<file path="config.mk">
export PLATFORM = sky130hd
export DESIGN_NAME = uart_cmd_ctrl_flat
export DESIGN_NICKNAME = d
export VERILOG_FILES = /design/src/rtl/uart_cmd_ctrl_if.sv /design/src/rtl/uart_cmd_ctrl.sv /design/src/flat_wrapper.sv
export SDC_FILE = /design/constraint.sdc
export NUM_CORES = 1
export LEC_CHECK = 0
export ABC_CLOCK_PERIOD_IN_PS = 6200
export BUFFER_PORTS_ARGS = -buffer_cell sky130_fd_sc_hd__buf_4
export CORE_MARGIN = 2
export CORE_UTILIZATION = 50
export CTS_BUF_LIST = sky130_fd_sc_hd__clkbuf_8
export DETAILED_ROUTE_END_ITERATION = 10
export PLACE_DENSITY = 0.74
export SLEW_MARGIN = 10
export SYNTH_ARGS = -nofsm -noshare
export SYNTH_HDL_FRONTEND = slang
export SYNTH_SLANG_ARGS = --single-unit
</file>
<file path="constraint.sdc">
create_clock -name i_clk -period 6.2 [get_ports i_clk]
set_input_delay 0.62 -clock i_clk [delete_from_list [all_inputs] [get_ports i_clk]]
set_output_delay 0.62 -clock i_clk [all_outputs]
set_load 0.02 [all_outputs]
</file>
<file path="src/rtl/uart_cmd_ctrl_if.sv">
// Bus bundle of uart_cmd_ctrl: UART byte streams, memory request port and status.
// master = the controller, slave = the UART pair / memory environment.
interface uart_cmd_ctrl_if #(
   parameter int unsigned ADDR_W = 16
);
   logic [7:0]        rx_data;
   logic              po_flag;
   logic [7:0]        tx_data;
   logic              tx_trig;
   logic              tx_busy;
   logic              mem_req;
   logic              mem_we;
   logic [ADDR_W-1:0] mem_addr;
   logic [7:0]        mem_wdata;
   logic              mem_ack;
   logic [7:0]        mem_rdata;
   logic              ovr;
   logic              busy;

   modport master (
      input  rx_data, po_flag, tx_busy, mem_ack, mem_rdata,
      output tx_data, tx_trig, mem_req, mem_we, mem_addr, mem_wdata, ovr, busy
   );

   modport slave (
      output rx_data, po_flag, tx_busy, mem_ack, mem_rdata,
      input  tx_data, tx_trig, mem_req, mem_we, mem_addr, mem_wdata, ovr, busy
   );
endinterface

</file>
<file path="src/rtl/uart_cmd_ctrl.sv">
// UART command sequencer: assembles OP/ADDR_HI/ADDR_LO/DATA frames, issues one memory
// access per frame and answers with one byte. Define CMD_CHECKSUM_EN for a trailing XOR byte.
module uart_cmd_ctrl #(
   parameter int unsigned ADDR_W  = 16,
   parameter int unsigned TIMEOUT = 50000,
   parameter logic [7:0]  OP_WR   = 8'h55,
   parameter logic [7:0]  OP_RD   = 8'hAA,
   parameter logic [7:0]  RSP_ACK = 8'h06,
   parameter logic [7:0]  RSP_NAK = 8'h15
) (
   input logic             i_clk,
   input logic             i_rstn,
   uart_cmd_ctrl_if.master io_bus
);
   localparam int unsigned CNT_W = $clog2(TIMEOUT + 1);
   localparam logic [CNT_W-1:0] GAP_LAST = CNT_W'(TIMEOUT - 1);

   typedef enum logic [2:0] {
      S_OP,
      S_AH,
      S_AL,
      S_D,
`ifdef CMD_CHECKSUM_EN
      S_CS,
`endif
      S_MEM,
      S_TX,
      S_TXW
   } state_t;

   state_t           r_state, w_state_nxt;
   logic [7:0]       r_op, r_ah, r_al, r_d, r_tx_data;
   logic [7:0]       w_op_nxt, w_ah_nxt, w_al_nxt, w_d_nxt, w_tx_nxt;
   logic [CNT_W-1:0] r_gap, w_gap_nxt;
   logic             r_guard, w_guard_nxt;
   logic             w_rcv, w_trig, w_ovr;
   logic             w_po;

   assign w_po = io_bus.po_flag;

   always_ff @(posedge i_clk or negedge i_rstn) begin
      if (!i_rstn) begin
         r_state <= S_OP;
      end else begin
         r_state <= w_state_nxt;
      end
   end

   always_ff @(posedge i_clk or negedge i_rstn) begin
      if (!i_rstn) begin
         r_op      <= '0;
         r_ah      <= '0;
         r_al      <= '0;
         r_d       <= '0;
         r_tx_data <= '0;
         r_gap     <= '0;
         r_guard   <= 1'b0;
      end else begin
         r_op      <= w_op_nxt;
         r_ah      <= w_ah_nxt;
         r_al      <= w_al_nxt;
         r_d       <= w_d_nxt;
         r_tx_data <= w_tx_nxt;
         r_gap     <= w_gap_nxt;
         r_guard   <= w_guard_nxt;
      end
   end

   always_comb begin
      w_state_nxt = r_state;
      w_op_nxt    = r_op;
      w_ah_nxt    = r_ah;
      w_al_nxt    = r_al;
      w_d_nxt     = r_d;
      w_tx_nxt    = r_tx_data;
      w_gap_nxt   = r_gap;
      w_guard_nxt = r_guard;
      w_trig      = 1'b0;
      w_ovr       = 1'b0;

      w_rcv = (r_state == S_AH) || (r_state == S_AL) || (r_state == S_D);
`ifdef CMD_CHECKSUM_EN
      w_rcv = w_rcv || (r_state == S_CS);
`endif

      // Inter-byte gap watchdog; a received byte always wins over an expiring count.
      if (w_rcv) begin
         if (w_po) begin
            w_gap_nxt = '0;
         end else if (r_gap == GAP_LAST) begin
            w_gap_nxt   = '0;
            w_state_nxt = S_OP;
         end else begin
            w_gap_nxt = r_gap + CNT_W'(1);
         end
      end

      unique case (r_state)
         S_OP: begin
            if (w_po) begin
               if (io_bus.rx_data == OP_WR || io_bus.rx_data == OP_RD) begin
                  w_op_nxt    = io_bus.rx_data;
                  w_gap_nxt   = '0;
                  w_state_nxt = S_AH;
               end else begin
                  w_tx_nxt    = RSP_NAK;
                  w_state_nxt = S_TX;
               end
            end
         end
         S_AH: begin
            if (w_po) begin
               w_ah_nxt    = io_bus.rx_data;
               w_state_nxt = S_AL;
            end
         end
         S_AL: begin
            if (w_po) begin
               w_al_nxt    = io_bus.rx_data;
               w_state_nxt = S_D;
            end
         end
         S_D: begin
            if (w_po) begin
               w_d_nxt = io_bus.rx_data;
`ifdef CMD_CHECKSUM_EN
               w_state_nxt = S_CS;
`else
               w_state_nxt = S_MEM;
`endif
            end
         end
`ifdef CMD_CHECKSUM_EN
         S_CS: begin
            if (w_po) begin
               if ((r_op ^ r_ah ^ r_al ^ r_d ^ io_bus.rx_data) == 8'h00) begin
                  w_state_nxt = S_MEM;
               end else begin
                  w_tx_nxt    = RSP_NAK;
                  w_state_nxt = S_TX;
               end
            end
         end
`endif
         S_MEM: begin
            w_ovr = w_po;
            if (io_bus.mem_ack) begin
               w_tx_nxt    = (r_op == OP_WR) ? RSP_ACK : io_bus.mem_rdata;
               w_state_nxt = S_TX;
            end
         end
         S_TX: begin
            w_ovr = w_po;
            if (!io_bus.tx_busy) begin
               w_trig      = 1'b1;
               w_guard_nxt = 1'b1;
               w_state_nxt = S_TXW;
            end
         end
         S_TXW: begin
            w_ovr = w_po;
            // First cycle skipped: tx_busy only rises the cycle after tx_trig.
            if (r_guard) begin
               w_guard_nxt = 1'b0;
            end else if (!io_bus.tx_busy) begin
               w_state_nxt = S_OP;
            end
         end
         default: w_state_nxt = S_OP;
      endcase
   end

   assign io_bus.tx_data   = r_tx_data;
   assign io_bus.tx_trig   = w_trig;
   assign io_bus.mem_req   = (r_state == S_MEM);
   assign io_bus.mem_we    = (r_op == OP_WR);
   assign io_bus.mem_addr  = ADDR_W'({r_ah, r_al});
   assign io_bus.mem_wdata = r_d;
   assign io_bus.ovr       = w_ovr;
   assign io_bus.busy      = (r_state != S_OP);
endmodule

</file>
<file path="src/flat_wrapper.sv">
// flat-port wrapper written by rule: the top's interface ports become plain ports
module uart_cmd_ctrl_flat 
#(
   parameter int unsigned ADDR_W  = 16,
   parameter int unsigned TIMEOUT = 50000,
   parameter logic [7:0]  OP_WR   = 8'h55,
   parameter logic [7:0]  OP_RD   = 8'hAA,
   parameter logic [7:0]  RSP_ACK = 8'h06,
   parameter logic [7:0]  RSP_NAK = 8'h15
)
  (i_clk, i_rstn, io_bus_rx_data, io_bus_po_flag, io_bus_tx_busy, io_bus_mem_ack, io_bus_mem_rdata, io_bus_tx_data, io_bus_tx_trig, io_bus_mem_req, io_bus_mem_we, io_bus_mem_addr, io_bus_mem_wdata, io_bus_ovr, io_bus_busy);
  uart_cmd_ctrl_if #(.ADDR_W(ADDR_W)) io_bus_i ();
  input logic i_clk;
  input logic i_rstn;
  input wire logic [$bits(io_bus_i.rx_data)-1:0] io_bus_rx_data;
  input wire logic [$bits(io_bus_i.po_flag)-1:0] io_bus_po_flag;
  input wire logic [$bits(io_bus_i.tx_busy)-1:0] io_bus_tx_busy;
  input wire logic [$bits(io_bus_i.mem_ack)-1:0] io_bus_mem_ack;
  input wire logic [$bits(io_bus_i.mem_rdata)-1:0] io_bus_mem_rdata;
  output wire logic [$bits(io_bus_i.tx_data)-1:0] io_bus_tx_data;
  output wire logic [$bits(io_bus_i.tx_trig)-1:0] io_bus_tx_trig;
  output wire logic [$bits(io_bus_i.mem_req)-1:0] io_bus_mem_req;
  output wire logic [$bits(io_bus_i.mem_we)-1:0] io_bus_mem_we;
  output wire logic [$bits(io_bus_i.mem_addr)-1:0] io_bus_mem_addr;
  output wire logic [$bits(io_bus_i.mem_wdata)-1:0] io_bus_mem_wdata;
  output wire logic [$bits(io_bus_i.ovr)-1:0] io_bus_ovr;
  output wire logic [$bits(io_bus_i.busy)-1:0] io_bus_busy;
  assign io_bus_i.rx_data = io_bus_rx_data;
  assign io_bus_i.po_flag = io_bus_po_flag;
  assign io_bus_i.tx_busy = io_bus_tx_busy;
  assign io_bus_i.mem_ack = io_bus_mem_ack;
  assign io_bus_i.mem_rdata = io_bus_mem_rdata;
  assign io_bus_tx_data = io_bus_i.tx_data;
  assign io_bus_tx_trig = io_bus_i.tx_trig;
  assign io_bus_mem_req = io_bus_i.mem_req;
  assign io_bus_mem_we = io_bus_i.mem_we;
  assign io_bus_mem_addr = io_bus_i.mem_addr;
  assign io_bus_mem_wdata = io_bus_i.mem_wdata;
  assign io_bus_ovr = io_bus_i.ovr;
  assign io_bus_busy = io_bus_i.busy;
  uart_cmd_ctrl #(.ADDR_W(ADDR_W), .TIMEOUT(TIMEOUT), .OP_WR(OP_WR), .OP_RD(OP_RD), .RSP_ACK(RSP_ACK), .RSP_NAK(RSP_NAK)) u_core (.i_clk(i_clk), .i_rstn(i_rstn), .io_bus(io_bus_i));
endmodule
</file>
==> results by group, run 1 <==
Timing
  • Hold Violations, Final: 0
  • Max Clk Rate: a little under 400 MHz
  • Clock tree skew after final layout: 0.00498 ns
  • Shortest clock period the worst path allows after layout: between 2 and 3 ns
  • Relative slew slack: ~28%
  • Number of pins exceeding their max-slew limit in the final report: 0
  • Slew at the pin closest to its max-slew limit: 1.07 ns
  • Setup TNS: 0 ns
  • Setup repair after global routing missed its margin: false
  • Tcrit/Tclk final: 40.7%
  • Setup Viol. Count Final: 0

Floorplanning
  • DIE AREA: ~0.0062 mm²
  • Die X: 79.0 µm
  • Initial core utilization: between 50% and 60%
  • I/O pins: between 50 and 60
  • Core Area: between 0.005 and 0.006 mm²
  • Number of standard-cell rows in the floorplan: 27
  • Die boundary height: just under 80 µm

Clock network
  • CTS tree: built
  • Clock edge transition at the registers on the reported setup and hold paths: roughly 0.060 ns
  • H-tree depth: 3
  • Cell at the root of the clock tree: sky130_fd_sc_hd__clkbuf_8
  • Skew-Pair Late Insertion Delay: 0.33 ns
  • Inserted Clock Buffers: 9
  • Count of hold-fix buffers inserted at cts: 0
  • Worst-case clock buffer depth: 2
  • Sink count of the clock tree: 60
  • Count of instances resized after the clock tree is built: 0
  • Post-CTS Setup Bufs: 0

Pwr
  • Total internal power: 0.00102 W
  • Power after layout: ~0.0016 W
  • Clock network fraction of design power: 24.2%
  • Power dissipated by switching net loads: between 0.0005 and 0.0006 W
  • Fraction of power consumed by combinational cells: 36.2%
  • Worst supply voltage drop on vdd: around 260 µV
  • Leakage power total: 1.64 nW
  • Switching share of power: 34.9%
  • Power Dens Cells: 446 mW/mm²
  • Sequential Power Share: a little under 40%

Yosys
  • Average cell area after synthesis: 11.2 µm²
  • Fraction of the yosys area taken by sequential cells: 53.3%
  • Top flip-flop cell by instance count after synthesis: sky130_fd_sc_hd__dfrtp_1
  • Gate count after technology mapping: approximately 250
  • Number of nets in the synthesized netlist: 274
  • Commonest cells in the synthesized netlist: sky130_fd_sc_hd__dfrtp_1 (60), sky130_fd_sc_hd__mux2_2 (28), sky130_fd_sc_hd__a21oi_1 (17), sky130_fd_sc_hd__nand2_1 (17), sky130_fd_sc_hd__nor2_1 (17)
  • Leading area contributor after synthesis: sky130_fd_sc_hd__dfrtp_1
  • Area share of the largest cell type after synthesis: a little over half
  • EDFF count, synth: 0
  • Number of register bits inferred by synthesis: 60
  • Yosys cell types: 45
  • Dominant cell by count in the synthesized netlist: sky130_fd_sc_hd__dfrtp_1
  • Summed instance area of the synthesized netlist: about 0.0028 mm²
  • Asr flop ratio synth: 100%
  • Yosys synthesis warning count: 0
  • Biggest area contributors in the synthesized netlist: sky130_fd_sc_hd__dfrtp_1 (53%), sky130_fd_sc_hd__mux2_2 (11%), sky130_fd_sc_hd__a21oi_1 (3.0%)

Finish
  • Final net count: between 300 and 400
  • Fraction of final layout cells sized beyond drive strength 1: approximately a third
  • Ant diodes: 0
  • Final core occ: roughly 64%
  • Area growth from synthesis to final layout: 24.1%

Place
  • Gp weighted congestion: between 0.7 and 0.8
  • Input/output buffers: 57
  • HPWL after detailed placement: ~4.0 mm

Setup path
  • Kind of end point of the critical path: register
  • Kind of cell adding the most delay to the critical path: simple AND/OR/NAND/NOR gates
  • Buffers & Inverters on Critical Path: 0
  • CP Launch Type: register
  • Crit-path max FO: 19
  • Critical path's slowest cell: sky130_fd_sc_hd__nor3_2
  • Cells along the critical path: ha_1, nand3_1, nor4_4, nor3_2, a31oi_1, a311oi_1
  • Class of the most critical setup path: reg -> reg
  • Largest stage delay on the critical path: just under 0.9 ns
  • Critical Path RT: approximately 6.4 ns
  • Critical path data arrival time: about 2.8 ns

GRT
  • GR Util All Layers: between 20 and 25%
  • Via count of the first global-routing pass: between 2,000 and 2,500
  • Number of antenna violations at the first check in global routing: 0
  • GRT Residual Overflow: 0
  • Largest net degree at the start of global routing: 61
  • Global-route wire length before repair: slightly above 10 mm

Status
  • Status: finished clean

Route
  • Avg Vias per Cell: roughly 5.6
  • Total routed wirelength: a little under 6 mm
  • Post-DRT Antenna Nets: 0
  • Post-detailed-route DRC marker count: 0
  • 1st-pass router iterations: 4
  • Post-detailed-route wirelength per cell: about 15 µm
  • Starting DRC count in detailed routing: 100
  • Vias post-DR: approximately 2,200

Worst hold path
  • Hold Path Class: in -> async

Run
  • Max Cap Violations: 0
[registers in the layout, indices dropped and copies added (netlist names)]
| register | count |
|---|---|
| u_core.r_gap | 16 |
| u_core.io_bus.mem_wdata | 8 |
| u_core.io_bus.tx_data | 8 |
| u_core.r_ah | 8 |
| u_core.r_al | 8 |
| u_core.r_op | 8 |
| u_core.r_state | 3 |
| u_core.r_guard | 1 |
[routing by layer]
layer | track usage [%] | up-vias | wire (µm)
met5 | 0 | - | 0
met1 | 26.6 | 1048 | 2490
met3 | 5.57 | 14 | 317
met4 | 11.9 | 0 | 148
li1 | - | 1042 | -
met2 | 31.9 | 64 | 2850
[cell families after synthesis]
kind of cell	share of synthesized area, %
AO/OA/AOI/OAI	13.7
adder cells (fa/ha/maj)	0.444
buffers and inverters	3.51
flip-flops	53.3
multiplexers	12.7
AND/OR/NAND/NOR	16.3
[layout make-up]
class                      count  area, µm²
tap                           72       90.1
timing repair buffer          57        428
clock buffer                  10        138
sequential                    60       1500
clock inverter                 6       78.8
multi-input combinational    168       1220
fill                         459       1980
inverter                      11       41.3
[power groups by stage]
stage | Sequential (W) | Clock, W | Combinational (W)
2_1_floorplan | 0.000706 | 0 | 0.000249
4_1_cts | 0.000618 | 0.000387 | 0.000572
3_3_place_gp | 0.000619 | 0 | 0.000562
3_5_place_dp | 0.000624 | 0 | 0.000569
5_1_grt | 0.000636 | 0.000410 | 0.000611
6_report | 0.000618 | 0.000378 | 0.000564
[path summary, 6_finish.rpt]
check,startpoint,endpoint,slack [ns],cells after the start
max,u_core.r_gap[0]$_DFF_PN0_,u_core.r_gap[15]$_DFF_PN0_,3.67,6
min,i_rstn,u_core.r_gap[8]$_DFF_PN0_,0.33,1
max reg2reg,u_core.r_gap[0]$_DFF_PN0_,u_core.r_gap[15]$_DFF_PN0_,3.67,6
min reg2reg,u_core.r_al[6]$_DFFE_PN0P_,u_core.r_al[6]$_DFFE_PN0P_,0.51,1
max in group asynchronous,i_rstn,u_core.r_al[7]$_DFFE_PN0P_,5.36,1
min in group i_clk,u_core.r_al[6]$_DFFE_PN0P_,u_core.r_al[6]$_DFFE_PN0P_,0.51,1
[stage by stage]
step                hold WS, ns  instances  instance area [µm²]  setup WS, ns
detailed placement        0.485        368                 3280          3.44
CTS                       0.382        384                 3490          3.71
finish                    0.331        384                 3490          3.67
global route              0.407        384                 3490          3.46
global placement          0.480        368                 3280          3.45
floorplan                 0.324        252                 2820          3.96
[cell usage in the layout (no fill, tap or decap), types with 2 or more instances in the layout]
| master | Yosys | routed |
|---|---|---|
| sky130_fd_sc_hd__a311oi_1 | 8 | 8 |
| sky130_fd_sc_hd__nand3_1 | 9 | 9 |
| sky130_fd_sc_hd__a41oi_1 | 3 | 3 |
| sky130_fd_sc_hd__and3_1 | 5 | 5 |
| sky130_fd_sc_hd__and2_1 | 2 | 2 |
| sky130_fd_sc_hd__a21oi_1 | 17 | 17 |
| sky130_fd_sc_hd__nor2_2 | 1 | 2 |
| sky130_fd_sc_hd__nor2_1 | 17 | 16 |
| sky130_fd_sc_hd__nor2b_1 | 3 | 3 |
| sky130_fd_sc_hd__clkinv_2 | 0 | 3 |
| sky130_fd_sc_hd__nor3_1 | 4 | 4 |
| sky130_fd_sc_hd__dfrtp_1 | 60 | 60 |
| sky130_fd_sc_hd__a22o_1 | 4 | 4 |
| sky130_fd_sc_hd__inv_1 | 11 | 12 |
| sky130_fd_sc_hd__nor4bb_1 | 2 | 2 |
| sky130_fd_sc_hd__and4_1 | 4 | 4 |
| sky130_fd_sc_hd__nand4_1 | 2 | 2 |
| sky130_fd_sc_hd__clkbuf_8 | 0 | 10 |
| sky130_fd_sc_hd__nand2_1 | 17 | 17 |
| sky130_fd_sc_hd__o21bai_1 | 5 | 5 |
| sky130_fd_sc_hd__mux2i_1 | 2 | 2 |
| sky130_fd_sc_hd__a31oi_1 | 8 | 8 |
| sky130_fd_sc_hd__bufinv_16 | 0 | 2 |
| sky130_fd_sc_hd__buf_4 | 0 | 57 |
| sky130_fd_sc_hd__mux2_2 | 28 | 28 |
| sky130_fd_sc_hd__o311a_1 | 2 | 2 |
| sky130_fd_sc_hd__o21ai_0 | 6 | 6 |
Note: power is estimated with default switching activity, not from simulation.
==> run 2, diff against run 1 <==
--- a/config.mk
+++ b/config.mk
@@ -5,13 +5,13 @@
 export SDC_FILE = /design/constraint.sdc
 export NUM_CORES = 1
 export LEC_CHECK = 0
-export ABC_CLOCK_PERIOD_IN_PS = 6200
+export ABC_CLOCK_PERIOD_IN_PS = 2000
 export BUFFER_PORTS_ARGS = -buffer_cell sky130_fd_sc_hd__buf_4
 export CORE_MARGIN = 2
 export CORE_UTILIZATION = 50
 export CTS_BUF_LIST = sky130_fd_sc_hd__clkbuf_8
 export DETAILED_ROUTE_END_ITERATION = 10
-export PLACE_DENSITY = 0.74
+export PLACE_DENSITY = 0.77
 export SLEW_MARGIN = 10
 export SYNTH_ARGS = -nofsm -noshare
 export SYNTH_HDL_FRONTEND = slang
==> constraint.sdc (replaced) <==
create_clock -name i_clk -period 2 [get_ports i_clk]
set_input_delay 0.2 -clock i_clk [delete_from_list [all_inputs] [get_ports i_clk]]
set_output_delay 0.2 -clock i_clk [all_outputs]
set_load 0.02 [all_outputs]
==> run 2 against run 1 <==
  * The run now ends with setup timing left
  * Critical path depth is 1 lower
  * Clock power grew to 3.2 times the previous value
  * Wire length is 24% higher
  * Non-clock buffer count is 37 higher
  * Via count is 12% higher
  * Clock skew is 0.0032 ns higher
  * Design area is 13% higher
  * Critical path type unchanged
  * Global-route usage is 2.7 points higher
  * Sequential cell count stayed put
  * Setup slack worse by 3.8 ns
  * Fmax is 17% higher
  * Power grew to 3.3 times the previous value
==> results by group, run 2 (synthesis gave the netlist of run 1 again) <==
Status
  • Status: finished, violations left
  • Failing checks: setup timing

Timing
  • Max Clk Rate: 464 MHz (+17%)
  • Tcrit/Tclk final: 108% (+67 points)
  • Setup TNS: -0.741 ns (-0.741 ns)
  • Relative slew slack: 49.7% (+22 points)
  • Hold Violations, Final: 0 (unchanged)
  • Number of pins exceeding their max-slew limit in the final report: 0 (unchanged)
  • Setup repair after global routing missed its margin: true
  • Setup Viol. Count Final: 10 (+10)
  • Clock tree skew after final layout: 0.00822 ns (+0.00323 ns)
  • Shortest clock period the worst path allows after layout: 2.16 ns (-0.369 ns)
  • Final setup margin: -0.157 ns (-3.83 ns)
  • Slew at the pin closest to its max-slew limit: 0.755 ns (-0.317 ns)

Place
  • Gp weighted congestion: 0.893 (+16%)
  • HPWL after detailed placement: 4.65 mm (+16%)
  • Input/output buffers: 57 (unchanged)

Route
  • Starting DRC count in detailed routing: 128 (+28%)
  • Post-DRT Antenna Nets: 0 (unchanged)
  • Post-detailed-route wirelength per cell: 17.1 µm (+13%)
  • Vias post-DR: 2,430 (+12%)
  • 1st-pass router iterations: 4 (unchanged)
  • Total routed wirelength: 7.20 mm (+24%)
  • Avg Vias per Cell: 5.76 (+2.0%)
  • Post-detailed-route DRC marker count: 0 (unchanged)

Clock network
  • Inserted Clock Buffers: 9 (unchanged)
  • Worst-case clock buffer depth: 2 (unchanged)
  • Clock edge transition at the registers on the reported setup and hold paths: 0.07 ns (about the same)
  • H-tree depth: 3 (unchanged)
  • Skew-Pair Late Insertion Delay: 0.34 ns (about the same)
  • CTS tree: built
  • Sink count of the clock tree: 60 (unchanged)
  • Cell at the root of the clock tree: sky130_fd_sc_hd__clkbuf_8

Worst hold path
  • Hold Path Class: in -> reg
  • Number of cells on the worst hold path: 2

Setup path
  • Critical Path RT: 2.21 ns (-4.22 ns)
  • Crit-path max FO: 3 (-16)
  • Kind of end point of the critical path: register
  • Reg2Reg Depth: 5 (-1)
  • CP Launch Type: register
  • Class of the most critical setup path: reg -> reg
  • Critical path data arrival time: 2.37 ns (-0.38 ns)

Run
  • Max Cap Violations: 0 (unchanged)

Finish
  • Largest register FFs: 16 (unchanged)
  • Fraction of final layout cells sized beyond drive strength 1: 45.7% (+11 points)
  • Commonest non-fill, non-tap cell in the layout: sky130_fd_sc_hd__buf_4
  • Highest-count cells in the layout ignoring fill and taps: sky130_fd_sc_hd__buf_4 (90), sky130_fd_sc_hd__dfrtp_1 (60), sky130_fd_sc_hd__mux2_2 (28), sky130_fd_sc_hd__nor2_1 (17), sky130_fd_sc_hd__nand2_1 (16)
  • Area growth from synthesis to final layout: 39.8%
  • Final core occ: 71.9% (+8.1 points)
  • Ant diodes: 0 (unchanged)
  • Sequential cell area: 0.00150 mm² (unchanged)
  • Layout fillers: 392 (-15%)
  • Combined area of the multi-input logic cells: 0.00135 mm² (+11%)
  • Final net count: 367 (+12%)
  • Register with the most flip-flops: u_core.r_gap

Pwr
  • Switching share of power: 35.6% (+0.76 points)
  • Worst supply voltage drop on vdd: 985 µV (+270%)
  • Sequential Power Share: 35.4% (-4.2 points)
  • Clock network fraction of design power: 23.3% (-0.9 points)
  • Leakage power total: 1.86 nW (+13%)
  • Power dissipated by switching net loads: 0.00184 W (+240%)
  • Fraction of power consumed by combinational cells: 41.3% (+5.1 points)
  • Power after layout: 0.00517 W (+230%)
  • Total internal power: 0.00333 W (+230%)
  • Power Dens Cells: 1310 mW/mm² (+190%)

Floorplanning
  • Die X: 79.0 µm (unchanged)
  • I/O pins: 58 (unchanged)
  • Core Area: 0.00547 mm² (unchanged)
  • Die boundary height: 79.0 µm (unchanged)
  • DIE AREA: 0.00625 mm² (unchanged)
  • Initial core utilization: 51.4% (unchanged)
  • Number of standard-cell rows in the floorplan: 27 (unchanged)

GRT
  • Global-route wire length before repair: 11.3 mm (+12%)
  • GRT Residual Overflow: 0 (unchanged)
  • GR Util All Layers: 23.5% (+2.7 points)
  • Via count of the first global-routing pass: 2,390 (+9.8%)
  • Largest net degree at the start of global routing: 61 (unchanged)
  • Number of antenna violations at the first check in global routing: 0 (unchanged)
run 2: cell types whose count changed in the layout (fill, tap and decap cells not counted), sizes merged:
| cell | delta |
|---|---|
| buf | +36 |
| nor3 | +1 |
| dlygate4sd3 | +1 |
run 2: metrics by stage:
stage	hold slack (ns)	cells	worst slack [ns]	instance area, µm²
6_report	0.0833	422	-0.157	3940
3_3_place_gp	0.313	399	-0.122	3510
4_1_cts	0.0733	418	-0.117	3810
3_5_place_dp	0.320	399	-0.133	3510
5_1_grt	0.0937	422	-0.228	3940
2_1_floorplan	-0.0956	252	-0.169	2820
run 2: per-layer routing:
layer | vias to the layer above | wire length (µm) | GRT usage, %
li1 | 1124 | - | -
met1 | 1186 | 3090 | 30.6
met2 | 103 | 3360 | 37.5
met3 | 17 | 580 | 6.59
met4 | 0 | 173 | 9.31
met5 | - | 0 | 0
run 2: power groups by stage:
stage / logic (W) / registers (W) / clock network, W
finish: 0.00213 / 0.00183 / 0.00120
global route: 0.00228 / 0.00187 / 0.00127
CTS: 0.00209 / 0.00183 / 0.00121
detailed placement: 0.00204 / 0.00184 / 0
global placement: 0.00199 / 0.00182 / 0
floorplan: 0.000771 / 0.00219 / 0
run 2: final cells by class:
class	instances	area share, %
clock buffers	10	3.50
clock inverters	6	2.00
multi-input cells	169	34.3
flip-flops and latches	60	38.1
repair buffers	94	18.7
well taps	72	2.29
inverters	11	1.05
run 2: timing repair:
| action | in CTS | in global routing |
|---|---|---|
| hold buffers | 1 | 0 |
| resized for setup | 5 | 15 |
| setup buffers | 4 | 5 |
| endpoints found under the hold margin | 60 | 0 |
| cloned | 0 | 1 |
| pin swaps | 12 | 8 |
| setup endpoints to repair | 12 | 14 |
run 2: final timing paths:
path,from,end,slack (ns)
hold / removal,io_bus_mem_rdata[6],u_core.io_bus.tx_data[6]$_DFFE_PN0P_,0.08
setup reg to reg,u_core.r_gap[4]$_DFF_PN0_,u_core.r_state[1]$_DFF_PN0_,-0.16
max in group asynchronous,i_rstn,u_core.r_al[7]$_DFFE_PN0P_,1.03
hold reg to reg,u_core.io_bus.tx_data[5]$_DFFE_PN0P_,u_core.io_bus.tx_data[5]$_DFFE_PN0P_,0.51
setup / recovery,u_core.r_gap[4]$_DFF_PN0_,u_core.r_state[1]$_DFF_PN0_,-0.16
min in group asynchronous,i_rstn,u_core.r_gap[14]$_DFF_PN0_,0.47
run 2: critical path, cell delays in order (launching register included):
cell and delay [ns]:
sky130_fd_sc_hd__dfrtp_1 0.39, sky130_fd_sc_hd__or4b_4 0.57, sky130_fd_sc_hd__nor4_4 0.37, sky130_fd_sc_hd__nor2_2 0.07, sky130_fd_sc_hd__or2_1 0.21, sky130_fd_sc_hd__mux4_2 0.44
